$ cat src/rtl/jt49_pkg.sv
// jt49_pkg: shared widths, sequencer state encoding and log-volume table for the JT49 mixer
package jt49_pkg;
  localparam int LVL_W = 5;
  localparam int VOL_W = 8;
  localparam int SUM_W = 10;
  typedef enum logic [1:0] {CAP, CHA, CHB, CHC} state_t;
  // 1.5 dB per level step, full scale 255 at level 31, level 0 is silence
  localparam logic [VOL_W-1:0] VOL_LUT [32] = '{
    8'd0,   8'd1,   8'd2,   8'd2,   8'd2,   8'd3,   8'd3,   8'd4,
    8'd5,   8'd6,   8'd7,   8'd8,   8'd10,  8'd11,  8'd14,  8'd16,
    8'd19,  8'd23,  8'd27,  8'd32,  8'd38,  8'd45,  8'd54,  8'd64,
    8'd76,  8'd90,  8'd108, 8'd128, 8'd152, 8'd181, 8'd215, 8'd255
  };
endpackage

$ cat src/rtl/jt49_vol_lut.sv
// jt49_vol_lut: combinational 5-bit level to 8-bit log volume lookup
module jt49_vol_lut
  import jt49_pkg::*;
(
  input  logic [LVL_W-1:0] level,
  output logic [VOL_W-1:0] vol
);
  assign vol = VOL_LUT[level];
endmodule

$ cat src/rtl/jt49_chmix.sv
// jt49_chmix: JT49 channel mixer, one shared volume lookup time-multiplexed over a 4-step frame
// Optional per-channel volume ports ch_a/ch_b/ch_c are built when JT49_CH_OUT_EN is defined.
module jt49_chmix
  import jt49_pkg::*;
(
  input  logic             clk,
  input  logic             rst_n,
  input  logic             cen,
  input  logic             tone_a,
  input  logic             tone_b,
  input  logic             tone_c,
  input  logic             noise,
  input  logic [5:0]       mix_n,
  input  logic [4:0]       amp_a,
  input  logic [4:0]       amp_b,
  input  logic [4:0]       amp_c,
  input  logic [4:0]       env,
  output logic [SUM_W-1:0] out,
  output logic             out_valid
`ifdef JT49_CH_OUT_EN
  ,
  output logic [VOL_W-1:0] ch_a,
  output logic [VOL_W-1:0] ch_b,
  output logic [VOL_W-1:0] ch_c
`endif
);
  function automatic logic [LVL_W-1:0] chan_level(
    input logic       tone,
    input logic       nz,
    input logic       tone_off,
    input logic       noise_off,
    input logic [4:0] amp,
    input logic [4:0] e
  );
    logic g;
    g = (tone | tone_off) & (nz | noise_off);
    return !g ? '0 : amp[4] ? e : (amp[3:0] == 4'd0) ? '0 : {amp[3:0], 1'b1};
  endfunction
  state_t state, state_nxt;
  logic [2:0] s_tone;
  logic s_noise;
  logic [5:0] s_mix;
  logic [4:0] s_amp_a, s_amp_b, s_amp_c, s_env;
  logic [SUM_W-1:0] acc;
  logic [LVL_W-1:0] level;
  logic [VOL_W-1:0] vol;
  always_comb begin
    state_nxt = cen ? state_t'(state + 2'd1) : state;
    level = state == CHA ? chan_level(s_tone[0], s_noise, s_mix[0], s_mix[3], s_amp_a, s_env) :
            state == CHB ? chan_level(s_tone[1], s_noise, s_mix[1], s_mix[4], s_amp_b, s_env) :
                           chan_level(s_tone[2], s_noise, s_mix[2], s_mix[5], s_amp_c, s_env);
  end
  jt49_vol_lut u_lut (.level(level), .vol(vol));
  always_ff @(posedge clk)
    if (!rst_n) state <= CAP;
    else state <= state_nxt;
  always_ff @(posedge clk) begin
    if (!rst_n) begin
      s_tone <= '0;
      s_noise <= 1'b0;
      s_mix <= '0;
      s_amp_a <= '0;
      s_amp_b <= '0;
      s_amp_c <= '0;
      s_env <= '0;
      acc <= '0;
      out <= '0;
      out_valid <= 1'b0;
    end else begin
      out_valid <= cen && state == CHC;
      if (cen && state == CAP) begin
        s_tone <= {tone_c, tone_b, tone_a};
        s_noise <= noise;
        s_mix <= mix_n;
        s_amp_a <= amp_a;
        s_amp_b <= amp_b;
        s_amp_c <= amp_c;
        s_env <= env;
        acc <= '0;
      end
      if (cen && (state == CHA || state == CHB)) acc <= acc + SUM_W'(vol);
      if (cen && state == CHC) out <= acc + SUM_W'(vol);
    end
  end
`ifdef JT49_CH_OUT_EN
  logic [VOL_W-1:0] hold_a, hold_b;
  always_ff @(posedge clk) begin
    if (!rst_n) begin
      hold_a <= '0;
      hold_b <= '0;
      ch_a <= '0;
      ch_b <= '0;
      ch_c <= '0;
    end else begin
      if (cen && state == CHA) hold_a <= vol;
      if (cen && state == CHB) hold_b <= vol;
      if (cen && state == CHC) begin
        ch_a <= hold_a;
        ch_b <= hold_b;
        ch_c <= vol;
      end
    end
  end
`endif
endmodule

$ cat config.mk
export PLATFORM = sky130hd
export DESIGN_NAME = jt49_chmix
export DESIGN_NICKNAME = d
export VERILOG_FILES = /design/src/rtl/jt49_pkg.sv /design/src/rtl/jt49_vol_lut.sv /design/src/rtl/jt49_chmix.sv
export SDC_FILE = /design/constraint.sdc
export NUM_CORES = 1
export LEC_CHECK = 0
export BUFFER_PORTS_ARGS = -buffer_cell sky130_fd_sc_hd__buf_2
export CAP_MARGIN = 15
export CORE_MARGIN = 4
export CORE_UTILIZATION = 62
export DETAILED_ROUTE_END_ITERATION = 10
export PLACE_DENSITY = 0.81
export SYNTH_ARGS = -nofsm -noshare
export SYNTH_HDL_FRONTEND = slang
export SYNTH_SLANG_ARGS = --single-unit
$ cat constraint.sdc
create_clock -name clk -period 11.2 [get_ports clk]
set_input_delay 0.56 -clock clk [delete_from_list [all_inputs] [get_ports clk]]
set_output_delay 0.56 -clock clk [all_outputs]
set_load 0.02 [all_outputs]
* Word-level counts from Yosys, hierarchy flattened *
Memory sizes are Yosys's and may differ from the RTL's.
Index checks and enable logic that the tools add are counted.

operators by class
  add/subtract/negate cells = 2
  magnitude comparators = 1
  eq/ne operators = 3
  multiplexer cells = 15
  bitwise gates (word level) = 10
  reductions and logical operators = 9

operators with widths
  operator                                             count
  2-to-1 mux 5 bit                                     11
  2-to-1 mux 10 bit                                    2
  2-to-1 mux 8 bit                                     2
  zero test 4 bit                                      3
  adder 10 x 8 -> 10 bit                               1
  >= comparator 6 bit, second input constant           1
  inverter 5 -> 6 bit                                  1
  OR 1 bit                                             6
  equality test 2 bit, second input constant           2
  bitwise AND 1 bit                                    3
  logical AND 1 bit                                    3
  adder 2 x 1 -> 2 bit, second input constant          1
  equality test 2 x 1 -> 1 bit, second input constant  1
  zero test 2 bit                                      1
  nonzero test 2 bit                                   1
  logical OR 1 bit                                     1

storage, ports and cells
  bits in registers = 53
  bits in read-only memories = 256
  input port bits = 33
  output and inout bits = 11
  memories kept = 1

memories
  memory           depth  bits a word  rd ports  clocked after Yosys merged registers in  write ports  RTL line           RTL
  (no name shown)  32     8            1         0                                        0            jt49_vol_lut.sv:8  assign vol = VOL_LUT[level];

* Logic depth before layout (Yosys ltp) *
  depth in word-level cells = 12
  gate-level depth with buffers = 20
  depth with buffers taken out = 20

* Cells and area by module *
From an unflattened synthesis, not the netlist that was laid out.

second synthesis, totals
  cell total of the unflattened synthesis = 378
  area total of the unflattened synthesis = 3,002.9 um^2

by module, submodules not included
  module        times used  cells an instance  area each (um^2)  sequential area each (um^2)
  jt49_chmix    1           321                2,576.2           1,061.0
  jt49_vol_lut  1           57                 426.7             0.0

* Worst setup path before layout *
OpenSTA, ideal clock, no wires.

  path kind = flip-flop to flip-flop
  from = reg state[0]
  to = reg out[8]
  arrival = 3.859 ns
  data required time = 11.130 ns
  setup slack = 7.270 ns
  cell stages (with the launch flop) = 20
  path buffers = 0
  clock period less this slack = 3.930 ns
  cells stage by stage = dfxtp_1 > inv_1 > ha_1 > or2_1 > or3_4 > o221a_2 > inv_1 > ha_1 > nor3_1 > a31oi_1 > a211oi_2 > ha_1 > inv_1 > fa_1 > nand2b_1 > a21o_1 > a31oi_1 > xor2_1 > nand2_1 > a21oi_1

on the way
  word-level cells in the longest chain between the ends = 8
  elaborated cells on any way between the ends = 11
  those cells by class = add/sub: 1; eq/ne: 3; mux: 4; bitwise: 1; reduce/logical: 1; memory: 1

RTL lines
  item                                                 RTL line           RTL
  start, declared                                      jt49_chmix.sv:39   state_t state, state_nxt;
  start signal, assigned                               jt49_chmix.sv:56   else state <= state_nxt;
  equality test 2 bit                                  jt49_chmix.sv:50   state == CHB ? chan_level(s_tone[1], s_noise, s_mix[1], s_mix[4], s_amp_b, s_env) :
  2-to-1 mux 5 bit                                     jt49_chmix.sv:50
  2-to-1 mux 5 bit                                     jt49_chmix.sv:49   level = state == CHA ? chan_level(s_tone[0], s_noise, s_mix[0], s_mix[3], s_amp_a, s_env) :
  inverter 5 -> 6 bit (implied by the code)            jt49_vol_lut.sv:8
  memory (32 x 8 bit)                                  --
  2-to-1 mux 8 bit (implied by the code) (2 in a row)  jt49_vol_lut.sv:8
  adder 10 x 8 -> 10 bit                               jt49_chmix.sv:82   if (cen && state == CHC) out <= acc + SUM_W'(vol);
  end signal, assigned                                 jt49_chmix.sv:82
  end, declared                                        jt49_chmix.sv:18   output logic [SUM_W-1:0] out,

Several ways; a longest one is shown, not always the timed one. The select of a mux whose other input is x is not followed.
A chain may end at the register's enable or synchronous reset.

* Worst setup path in the final report *
Same ends and word-level chain as after synthesis.

==> metrics.md <==
| Metric | Value |
|---|---|
| Post-Place Worst Slack | 6.887 ns |
| Type of the most critical hold path | flip-flop to flip-flop |
| Startpoint Class | flip-flop |
| Synth cell types | 49 |
| Pwr Total | ~370 uW |
| Sw Pwr | approximately 110 uW |
| Setup TNS | 0 ns |
| Rel. slew slack | 0.2557 |
| Crit path max-delay family | compound AO/OA/AOI/OAI gates |
| Total CTS buffers | 5 |
| Post-synth EDFFs | 0 |
| Yosys warns | 0 |
| Area of the multi-input gates | between 1500 and 2000 um2 |
| Cells after synthesis | 392 |
| Hold slack | between 0.4 and 0.5 ns |
| Clock tree buffer depth | 2 |
| Starting Density | 0.6416 |
| Fillcell total | a little over 400 |
| H-tree depth | 2 |
| Crit path time final | around 4.4 ns |
| Remaining global-route overflow | 0 |
| Clk Latency, worst-skew pair | just over 0.3 ns |
| Largest net degree at the start of global routing | 33 |
| Clock root cell | clkbuf_8 |
| DRC | 0 |
| CP max-delay cell | dfxtp_1 |
| Port bufs | 43 |
| CP bufs+invs | 3 |
| Hold Buf Count CTS | 0 |
| Crit path arrival time | approximately 4.6 ns |
| IO Pins | 44 |
| Switch share | 0.2823 |
| Crit-path max FO | 6 |
| Sequential share of power | 0.549 |
| Top post-synthesis cells by area | dfxtp_1, nand2_1, ha_1 |
| Antenna diode count | 0 |
| Register area share after synthesis | 0.3478 |
| Resize count post-CTS | 0 |
| Routed vias/inst | between 5 and 6 |
| Post-route ant nets | 0 |
| Critical path, cell by cell | inv_1 -> ha_1 -> or2_1 -> or3_4 -> o221a_2 -> inv_1 -> ha_1 -> nor3_1 -> a31oi_1 -> a211oi_2 -> ha_1 -> inv_1 -> fa_1 -> nand2b_1 -> a21o_1 -> a31oi_1 -> xor2_1 -> nand2_1 -> a21oi_1 |
| Routed length per instance | roughly 14 um |
| Tightest Pin Transition | between 1 and 1.5 ns |
| Combinational share of power | 0.139 |
| FF+latch count, synth | between 50 and 60 |
| Layout cells sized above 1 | 0.1551 |
| Initial antenna violation count | 0 |
| Crit end category | flip-flop |
| Most frequent cells in the layout | nand2_1, dfxtp_1, buf_2 |
| RSZ-0062 raised after global routing | false |
| Via Count | 2,785 |
| CTS sink count | between 50 and 60 |
| Syn Nets | between 400 and 500 |
| Hold Vio Cnt, Final | 0 |
| Post-Route WL | ~7.0 mm |
| Die Ht | approximately 78 um |
| Biggest cell delay along the critical path | 0.42 ns |
| Fin crit share | 0.3892 |
| Async SR Flop Fraction | 0 |
| Pins Over Slew Limit | 0 |
| Peak supply drop | around 0.00011 V |
| First-pass GRT wire length | 12.10 mm |
| Critical path class | flip-flop to flip-flop |
| PnR worst setup slack | 6.841 ns |
| Register Area | about 1100 um2 |
| Placeable Area | 4755 um2 |
| Layout Cells excl Fill | between 400 and 500 |
| Final setup viols | 0 |
| Cell taking the most area after synthesis | dfxtp_1 |
| DIE AREA | 6107 um2 |
| Leakage power | between 0.001 and 0.0015 uW |
| Placer congestion estimate | between 0.8 and 0.9 |
| Synth Flop Type | dfxtp_1 |
| Clock Skew | ~0.0067 ns |
| Top-area cell type share of the netlist area | 0.3478 |
| CTS tree | yes |
| Setup Buffers After CTS | 0 |
| FP Rows | 25 |
| Syn Area/Cell | approximately 7.8 um2 |
| Nets | between 400 and 500 |
| DIE WIDTH | between 70 and 80 um |
| Cell area after synthesis | ~3100 um2 |
| Syn-to-layout area delta | 9.639% |
| Most common cell after layout, fill and taps aside | nand2_1 |
| Required @ worst endpoint | 11.45 ns |
| Cell Pwr Density | approximately 110 nW/um2 |
| MaxCap Viol Count | 0 |
| Placed instance count | about 480 |
| Fmax | roughly 230 MHz |
| Overall routing resource usage | 0.2420 |
| Internal Pwr Total | roughly 270 uW |
| Drt pass-1 iters | 4 |
| Vias in the first global route | about 2,600 |
| Status | finished, final reports clean |
| Post-DP HPWL | roughly 5.2 mm |
| Initial DRC count | between 200 and 250 |
| Clk pin slew, worst setup/hold paths | ~0.1 ns |
| Clock share of power | 0.312 |
## area by class of cell
type,count,share of cell area
repair buffers,44,0.06659
inverters,12,0.01347
flip-flops and latches,53,0.3172
clock inverters,2,0.005238
clock buffers,6,0.02469
well taps,67,0.02507
multi-input cells,302,0.5477
## synth_stat cells (3+ instances only)
master    instances
buf_2             6
dfxtp_1          53
mux2i_1          14
nand4_1           4
nand2b_1          3
mux2_2            4
o221ai_1          5
nor2_1           31
ha_1             17
a21oi_1          39
a211oi_1          4
and2_1            4
xnor2_1           5
a21boi_0          8
clkbuf_1         17
nand3_1           8
nor3_1            3
nand2_1          97
o21ai_0          10
xor2_1            3
inv_1            11
a22oi_1           6
a31oi_1           5
o221a_2           3
or4_1             4
## layer usage
layer	share of wire	global-route usage	wire length, um	vias up
li1	-	-	-	1417
met3	0.049	0.04702	342	12
met2	0.45	0.3673	3134	68
met5	0	0	0	-
met4	0.019	0.08042	131	0
met1	0.49	0.3443	3411	1288
## power groups by stage
| stage | combinational (uW) | sequential, uW | clock [uW] |
|---|---|---|---|
| after floorplan | 39.7 | 206 | 0 |
| after global placement | 50.3 | 209 | 0 |
| after detailed placement | 51.7 | 210 | 0 |
| after CTS | 52.0 | 205 | 119 |
| after global routing | 58.3 | 207 | 130 |
| final | 52.1 | 206 | 117 |
## path summary, 6_finish.rpt
check / from / to / slack, ns / depth (start not counted)
min: out[3] / out[3] / 0.46 / 2
min reg2reg: out[3] / out[3] / 0.46 / 2
max reg2reg: state[0] / out[8] / 6.84 / 19
max: state[0] / out[8] / 6.84 / 19
## worst register-to-register path: stages, from the launching register on
cell and delay (ns):
dfxtp_1 0.42, inv_1 0.09, ha_1 0.21, or2_1 0.23, or3_4 0.36, o221a_2 0.34
inv_1 0.11, ha_1 0.27, nor3_1 0.22, a31oi_1 0.09, a211oi_2 0.27, ha_1 0.20
inv_1 0.06, fa_1 0.40, nand2b_1 0.18, a21o_1 0.20, a31oi_1 0.26, xor2_1 0.18
nand2_1 0.06, a21oi_1 0.15
## cells by family after synthesis
kind of cell,after synthesis,share of synthesized area
buffers and inverters,37,0.05168
AO/OA/AOI/OAI,94,0.2034
XOR/XNOR,8,0.02297
multiplexers,19,0.06809
adder cells (fa/ha/maj),18,0.07629
flip-flops,53,0.3478
AND/OR/NAND/NOR,163,0.2297
## registers in the layout, indices dropped and copies added (netlist names)
signal and count:
out_valid 1, s_noise 1, s_amp_a 5, state 2
out 10, s_amp_b 5, s_tone 3, s_mix 6
acc 10, s_amp_c 5, s_env 5
## through the flow
step	util	instance area (um2)
2_1_floorplan	-	3050
3_3_place_gp	0.6824	3244
3_5_place_dp	0.6824	3244
4_1_cts	0.7034	3344
5_1_grt	0.7034	3344
6_report	0.7034	3344
No activity file was read; power rests on OpenSTA's default activity.
